## config.mk

```make
export PLATFORM = sky130hd
export DESIGN_NAME = mem_wb_skid
export DESIGN_NICKNAME = d
export VERILOG_FILES = /design/src/rtl/mem_wb_pkg.sv /design/src/rtl/mem_wb_entry.sv /design/src/rtl/mem_wb_skid.sv
export SDC_FILE = /design/constraint.sdc
export NUM_CORES = 1
export LEC_CHECK = 0
export CORE_UTILIZATION = 53
export CTS_CLUSTER_DIAMETER = 150
export DETAILED_ROUTE_END_ITERATION = 10
export HOLD_SLACK_MARGIN = 0.06
export PLACE_DENSITY = 0.85
export RECOVER_POWER = 50
export SKIP_LAST_GASP = 1
export SYNTH_ARGS = -nofsm -noshare
export SYNTH_HDL_FRONTEND = slang
export SYNTH_SLANG_ARGS = --single-unit
```

## constraint.sdc

```tcl
create_clock -name Clk -period 4.5 [get_ports Clk]
set_clock_uncertainty 0.05 [all_clocks]
set_input_delay 0.9 -clock Clk [delete_from_list [all_inputs] [get_ports Clk]]
set_output_delay 0.9 -clock Clk [all_outputs]
set_load 0.03 [all_outputs]
```

## src/rtl/mem_wb_pkg.sv

```systemverilog
`default_nettype none
// +-------------------------------------------------------------------------+
// | mem_wb_pkg : shared types for the MEM/WB skid-buffered pipeline stage   |
// | Revision   : 1.0                                                        |
// +-------------------------------------------------------------------------+
package mem_wb_pkg;

  localparam int MW_DATA_W  = 32;
  localparam int MW_RADDR_W = 5;

  typedef enum logic [1:0] {
    EMPTY = 2'd0,
    ONE   = 2'd1,
    FULL  = 2'd2
  } state_t;

  typedef struct packed {
    logic                  wb;
    logic                  memtoreg;
    logic [MW_DATA_W-1:0]  read_data;
    logic [MW_DATA_W-1:0]  alu_result;
    logic [MW_RADDR_W-1:0] rd;
  } mem_wb_bundle_t;

  // The skid entry is only ever valid while the head is valid.
  function automatic state_t state_of(input logic head_v, input logic skid_v);
    if (skid_v)      return FULL;
    else if (head_v) return ONE;
    else             return EMPTY;
  endfunction

  function automatic logic [1:0] occupancy_of(input state_t s);
    return logic'(s == FULL) ? 2'd2 : (s == ONE) ? 2'd1 : 2'd0;
  endfunction

endpackage
`default_nettype wire

```

## src/rtl/mem_wb_entry.sv

```systemverilog
`default_nettype none
// +-------------------------------------------------------------------------+
// | mem_wb_entry : one bundle register with valid bit, load/clear enables   |
// | Revision     : 1.0                                                      |
// +-------------------------------------------------------------------------+
module mem_wb_entry #(
  parameter int W = 1
) (
  input  logic         Clk,
  input  logic         Rst_n,
  input  logic         load,
  input  logic         clear,
  input  logic [W-1:0] d,
  output logic         valid,
  output logic [W-1:0] q
);

  logic         r_valid;
  logic [W-1:0] r_q;

  // clear wins over load; payload is kept on clear since only valid matters
  always_ff @(posedge Clk or negedge Rst_n) begin
    if (!Rst_n) begin
      r_valid <= 1'b0;
      r_q     <= '0;
    end else begin
      if (clear)     r_valid <= 1'b0;
      else if (load) r_valid <= 1'b1;
      if (load && !clear) r_q <= d;
    end
  end

  assign valid = r_valid;
  assign q     = r_q;

endmodule
`default_nettype wire

```

## src/rtl/mem_wb_skid.sv

```systemverilog
`default_nettype none
// +-------------------------------------------------------------------------+
// | mem_wb_skid : MEM/WB stage, valid/ready with two-entry skid buffer      |
// | Revision    : 1.0                                                       |
// +-------------------------------------------------------------------------+
module mem_wb_skid
  import mem_wb_pkg::*;
#(
  parameter int DATA_W      = 32,
  parameter int RADDR_W     = 5,
  parameter int SUPPRESS_R0 = 1
) (
  input  logic               Clk,
  input  logic               Rst_n,
  input  logic               in_valid,
  output logic               in_ready,
  input  logic               in_wb,
  input  logic               in_memtoreg,
  input  logic [DATA_W-1:0]  in_read_data,
  input  logic [DATA_W-1:0]  in_alu_result,
  input  logic [RADDR_W-1:0] in_rd,
  input  logic               flush,
  output logic               out_valid,
  input  logic               out_ready,
  output logic               out_wb,
  output logic               out_memtoreg,
  output logic [DATA_W-1:0]  out_read_data,
  output logic [DATA_W-1:0]  out_alu_result,
  output logic [RADDR_W-1:0] out_rd,
  output logic               wb_en,
  output logic [DATA_W-1:0]  wb_data,
  output logic [1:0]         occupancy
);

  localparam int BUNDLE_W = 2 + 2*DATA_W + RADDR_W;

  logic                r_head_v;
  logic                r_skid_v;
  logic [BUNDLE_W-1:0] r_head_q;
  logic [BUNDLE_W-1:0] r_skid_q;
  logic [BUNDLE_W-1:0] w_in_bundle;
  logic [BUNDLE_W-1:0] w_head_d;
  logic                w_accept;
  logic                w_consume;
  logic                w_head_load;
  logic                w_head_clear;
  logic                w_skid_load;
  logic                w_skid_clear;
  state_t              w_state;

  assign w_in_bundle = {in_wb, in_memtoreg, in_read_data, in_alu_result, in_rd};
  assign w_state     = state_of(r_head_v, r_skid_v);
  assign in_ready    = !r_skid_v;
  assign out_valid   = r_head_v;
  assign occupancy   = occupancy_of(w_state);
  assign w_accept    = in_valid && in_ready;
  assign w_consume   = r_head_v && out_ready;
  assign w_head_d    = r_skid_v ? r_skid_q : w_in_bundle;

  always_comb begin
    w_head_load  = 1'b0;
    w_head_clear = 1'b0;
    w_skid_load  = 1'b0;
    w_skid_clear = 1'b0;
    case (w_state)
      EMPTY: w_head_load = w_accept;
      ONE: begin
        if (w_consume) begin
          if (w_accept) w_head_load  = 1'b1;
          else          w_head_clear = 1'b1;
        end else if (w_accept) begin
          w_skid_load = 1'b1;
        end
      end
      FULL: begin
        if (w_consume) begin
          w_head_load  = 1'b1;
          w_skid_clear = 1'b1;
        end
      end
      default: ;
    endcase
    // flush overrides every transfer, including an accept in the same cycle
    if (flush) begin
      w_head_load  = 1'b0;
      w_skid_load  = 1'b0;
      w_head_clear = 1'b1;
      w_skid_clear = 1'b1;
    end
  end

  mem_wb_entry #(.W(BUNDLE_W)) u_head (
    .Clk   (Clk),
    .Rst_n (Rst_n),
    .load  (w_head_load),
    .clear (w_head_clear),
    .d     (w_head_d),
    .valid (r_head_v),
    .q     (r_head_q)
  );

  mem_wb_entry #(.W(BUNDLE_W)) u_skid (
    .Clk   (Clk),
    .Rst_n (Rst_n),
    .load  (w_skid_load),
    .clear (w_skid_clear),
    .d     (w_in_bundle),
    .valid (r_skid_v),
    .q     (r_skid_q)
  );

  assign {out_wb, out_memtoreg, out_read_data, out_alu_result, out_rd} = r_head_q;

  assign wb_data = out_memtoreg ? out_read_data : out_alu_result;
  assign wb_en   = out_valid && out_ready && out_wb &&
                   !((SUPPRESS_R0 != 0) && (out_rd == '0));

endmodule
`default_nettype wire

```

; ---- Yosys cells after proc, flatten, opt, wreduce, memory -nomap -nowiden
; Index checks and enable logic that the tools add are counted.
[totals]
output_inout_bits = 108
register_bits = 144
[classes]
reduce_logical = 14
n_eq_ne = 2
muxes = 24
[op_table]
columns = cell, n
row1 = $mux 71, 1
row2 = $mux 32, 1
row3 = $mux 1, 19
row4 = $logic_and 1x1->1, 6
row5 = $logic_not 5->1, 1
row6 = $logic_not 1->1, 4
row7 = $mux 2, 2
row8 = $reduce_bool 2->1, 2
row9 = $pmux 1 s3, 1
row10 = $eq 2x1->1 const B, 1
row11 = $eq 2x2->1 const B, 1
row12 = $logic_not 2->1, 1

; ---- Logic depth before layout (Yosys ltp)
[depth]
word_depth = 8
ltp_mapped = 6
ltp_nobuf = 3

; ---- Modules after synthesis
; A second synthesis with hierarchy kept.
[unflattened]
cells_unflattened = 437
hier_area_um2 = 7485.9
[by_module_without_submodules]
columns = mod, area_each_um2, seq_area_each_um2, cells_per_inst, instances
row1 = mem_wb_entry, 3045.4, 1801.7, 154, 2
row2 = mem_wb_skid, 1395.1, 0.0, 129, 1

; ---- Worst setup path after synthesis
; Ideal clock, no wire load.
[synth_path]
kind = register -> output
from = register u_head.r_q[69], in the netlist u_head.q[69]
to = output wb_data[0]
path_stages_with_launch = 4
arrival_time_ns = 1.543
path_slack_ns = 2.007
path_buffers = 2
path_cell_list = dfrtp_1 clkbuf_1 clkbuf_1 mux2_2
[synth_via]
elab_chain_len = 1
[synth_rtl]
columns = item, line
row1 = start: declaration, mem_wb_entry.sv:19  ; logic [W-1:0] r_q;
row2 = start signal: assignment, mem_wb_entry.sv:25  ; r_q <= '0;
row3 = start signal: assignment, mem_wb_entry.sv:29  ; if (load && !clear) r_q <= d;
row4 = $mux 32, mem_wb_skid.sv:114  ; assign wb_data = out_memtoreg ? out_read_data : out_alu_result;
row5 = end: declaration, mem_wb_skid.sv:31  ; output logic [DATA_W-1:0] wb_data,
; Every way passes these cells.

; ---- Worst setup path in the final report
[layout_path]
from = input out_ready
to = register u_head.r_q[53], in the netlist u_head.q[53]
[layout_via]
elab_chain_len = 6
elab_cells_between_ends = 10
classes_between = 7 x mux / 3 x reduce/logical
[layout_rtl]
columns = item, line
row1 = start: declaration, mem_wb_skid.sv:24  ; input logic out_ready,
row2 = $logic_and 1x1->1 (*), mem_wb_skid.sv:57  ; assign w_consume = r_head_v && out_ready;
row3 = $mux 1, mem_wb_skid.sv:68  ; if (w_consume) begin
row4 = $mux 1, mem_wb_skid.sv:65  ; case (w_state)
row5 = $mux 1, mem_wb_skid.sv:84  ; if (flush) begin
row6 = $logic_not 1->1, mem_wb_entry.sv:29
row7 = $logic_and 1x1->1 (*), mem_wb_entry.sv:29
; Every way passes the cells marked *; elsewhere a longest branch is shown, timed or not.
; A chain may end at the register's enable or synchronous reset.

==> summary.txt <==
Outcome
  – Status: finished, violations left
  – Failing checks: capacitance limit, slew limit

Global route
  – Pin count of the biggest net entering global routing: 82
  – Number of global-route vias before repair: around 4600
  – Initial antenna violation count: 0
  – GR Overflow Total: 0
  – First-pass GRT wire length: around 24 mm
  – Total GRT Usage: 23.6%

CTS
  – Clk_lat worst skew: 410 ps
  – CTS Hold Bufs: 0
  – # Post-CTS Setup Buffers: 0
  – CTS max path bufs: 2
  – Clk root buf: clkbuf_16
  – Clk sinks: 144
  – CTS buffer count: 17
  – CTS resizes: 0
  – Clock-pin transition on the worst setup and hold timing paths: 50 ps
  – H-Tree Depth: 4
  – CTS tree: done

Layout
  – Multi-input logic area: between 3000 and 4000 um^2
  – Final Util: 74.0%
  – Final nets: 690
  – Commonest non-fill, non-tap cell in the layout: clkdlybuf4s50_1
  – Most frequent cells in the layout: clkdlybuf4s50_1 (180), mux2_2 (168), dfrtp_1 (143)
  – Fillers: 834
  – Reg area: 3610 um^2
  – Ant diodes: 0
  – Area grow syn2layout: 35.3%
  – Share of layout cells above drive strength 1: roughly 44%

Logic synthesis
  – Netlist cell types: 19
  – Area leader, netlist: dfrtp_1
  – Post-synth top area share: 51.8%
  – Syn_nets: 511
  – Ranking of synthesized cells by area: dfrtp_1 (52%), mux2_2 (27%), mux2_4 (15%)
  – Synth Register Bits: 144
  – Synthesized instance count: 435
  – Ys Warns: 0
  – Netlist Area Pre-Place: roughly 7000 um^2
  – Post-synthesis sequential area ratio: 51.8%
  – Synthesized area per cell: about 16 um^2

Die
  – Starting density of the core: between 50 and 60%
  – Die area: about 14000 um^2
  – FP Rows: 41
  – Die height: 117 um
  – I/O Pins: 184
  – Core Region: 12700 um^2
  – Die Wd: 117 um

Routing
  – Total Wirelength: 15.2 mm
  – DR pass1 iterations: 4
  – DR WL met2: 7.52 mm
  – Via Count: 4243
  – DRC: 0
  – Wire per inst: 19.0 um
  – Routed wl met3: 755 um
  – Vias per cell: 5.31
  – M1 WL: 6.62 mm
  – Initial DRC Count: around 160
  – Final ANT Viol Nets: 0
  – Top sig layer: met4

Timing
  – Final Hold Viols: 0
  – Fin crit share: between 70% and 80%
  – RSZ-0062 raised after global routing: no
  – Endpoints failing setup: 0
  – Post-route setup TNS: 0 ps
  – Fin. max-slew vios: 154
  – Highest Clock Rate: about 290 MHz
  – Least-Margin Pin Slew: roughly 2000 ps
  – Rel. slew slack: -33.0%
  – Crit path time final: 3490 ps

Min path
  – Hold Path Origin: u_head.q[45]$_DFFE_PN0P_
  – Hold Crit Depth: 1
  – Hold Path Class: reg2reg

Worst setup path
  – Setup crit start: out_ready
  – Reg2reg start: u_skid.valid$_DFFE_PN0P_
  – R2R cell count: 4
  – Crit path launch type: input port
  – Worst-path cell chain: dlygate4sd3_1, nand2_1, a211oi_4, clkbuf_2, mux2_2
  – Worst Setup Path Type: in2reg
  – Critical Path RT: roughly 4700 ps
  – CP peak stage delay: 1390 ps
  – Max Fanout on Critical Path: 71
  – Crit path DAT: 3730 ps
  – Crit end category: register
  – Slowest cell on crit path: clkbuf_2

Flow run
  – Max Cap Viol: 2

Placed design
  – GP Congestion: 0.771
  – DP HPWL: 10.1 mm
  – I/O Buffers: 183

Power
  – Design Power: 0.00531 W
  – PD cells: about 560 nW/um^2
  – Pleak: around 4.1 nW
  – Max VDD drop: approximately 320 uV
-- critical path, delay by kind of cell --
kind,cells,cell delay (ps)
multiplexers,1,450
AO/OA/AOI/OAI,1,200
buffers and inverters,2,2010
AND/OR/NAND/NOR,1,120
-- cells by family after synthesis --
group           Yosys count  synth area share, %
mux                     245                 43.4
flops                   144                 51.8
buf+inv                  31                 3.40
simple gates              9                0.719
compound gates            6                0.683
-- worst paths after layout --
check / to / slack (ps)
min in group asynchronous: u_skid.q[3]$_DFFE_PN0P_ / 980
max in group asynchronous: u_head.q[38]$_DFFE_PN0P_ / 1240
hold reg to reg: u_head.q[45]$_DFFE_PN0P_ / 450
setup reg to reg: u_head.q[53]$_DFFE_PN0P_ / 1140
hold / removal: u_head.q[45]$_DFFE_PN0P_ / 450
setup / recovery: u_head.q[53]$_DFFE_PN0P_ / 1010
-- per-stage QoR --
step / setup WS, ps / instance area (um^2) / std cells / hold slack (ps)
floorplan: 2010 / 6960 / 435 / 424
global placement: 1110 / 8860 / 767 / 435
detailed placement: 1070 / 8860 / 767 / 439
CTS: 1010 / 9440 / 799 / 457
global route: 661 / 9420 / 799 / 471
finish: 1010 / 9420 / 799 / 449
-- state kept, by name, indices dropped and copies added, names as in the netlist --
signal        flops
u_head.q         71
u_skid.q         71
u_head.valid      1
u_skid.valid      1
-- cell usage after synthesis, drive strengths merged --
cell type,count
or4b,1
nor3,1
nand3,1
inv,2
o21ai,1
a21oi,3
buf,16
mux2,245
or2,1
clkbuf,13
nor2b,1
a211oi,2
dfrtp,144
nand2,1
nor2,2
nand2b,1
-- metal layers --
layer  track usage, %  up-vias
met1             30.1     2156
met2             39.2      141
li1                 -     1925
met5                0        -
met4             9.20        0
met3             5.35       21
-- layout make-up --
| class | instances | share of cell area [%] |
|---|---|---|
| Sequential cell | 144 | 38.3 |
| Inverter | 2 | 0.0797 |
| Clock buffer | 27 | 5.45 |
| Tap cell | 172 | 2.29 |
| Timing Repair Buffer | 189 | 19.9 |
| Multi-Input combinational cell | 260 | 33.2 |
| Clock inverter | 5 | 0.797 |
-- power breakdown --
group | internal (W) | switching (W) | leakage [nW]
registers | 0.00165 | 0.000271 | 1.74
logic | 0.00106 | 0.000945 | 2.11
clock network | 0.000888 | 0.000497 | 0.291
(Power assumes the default switching activity.)
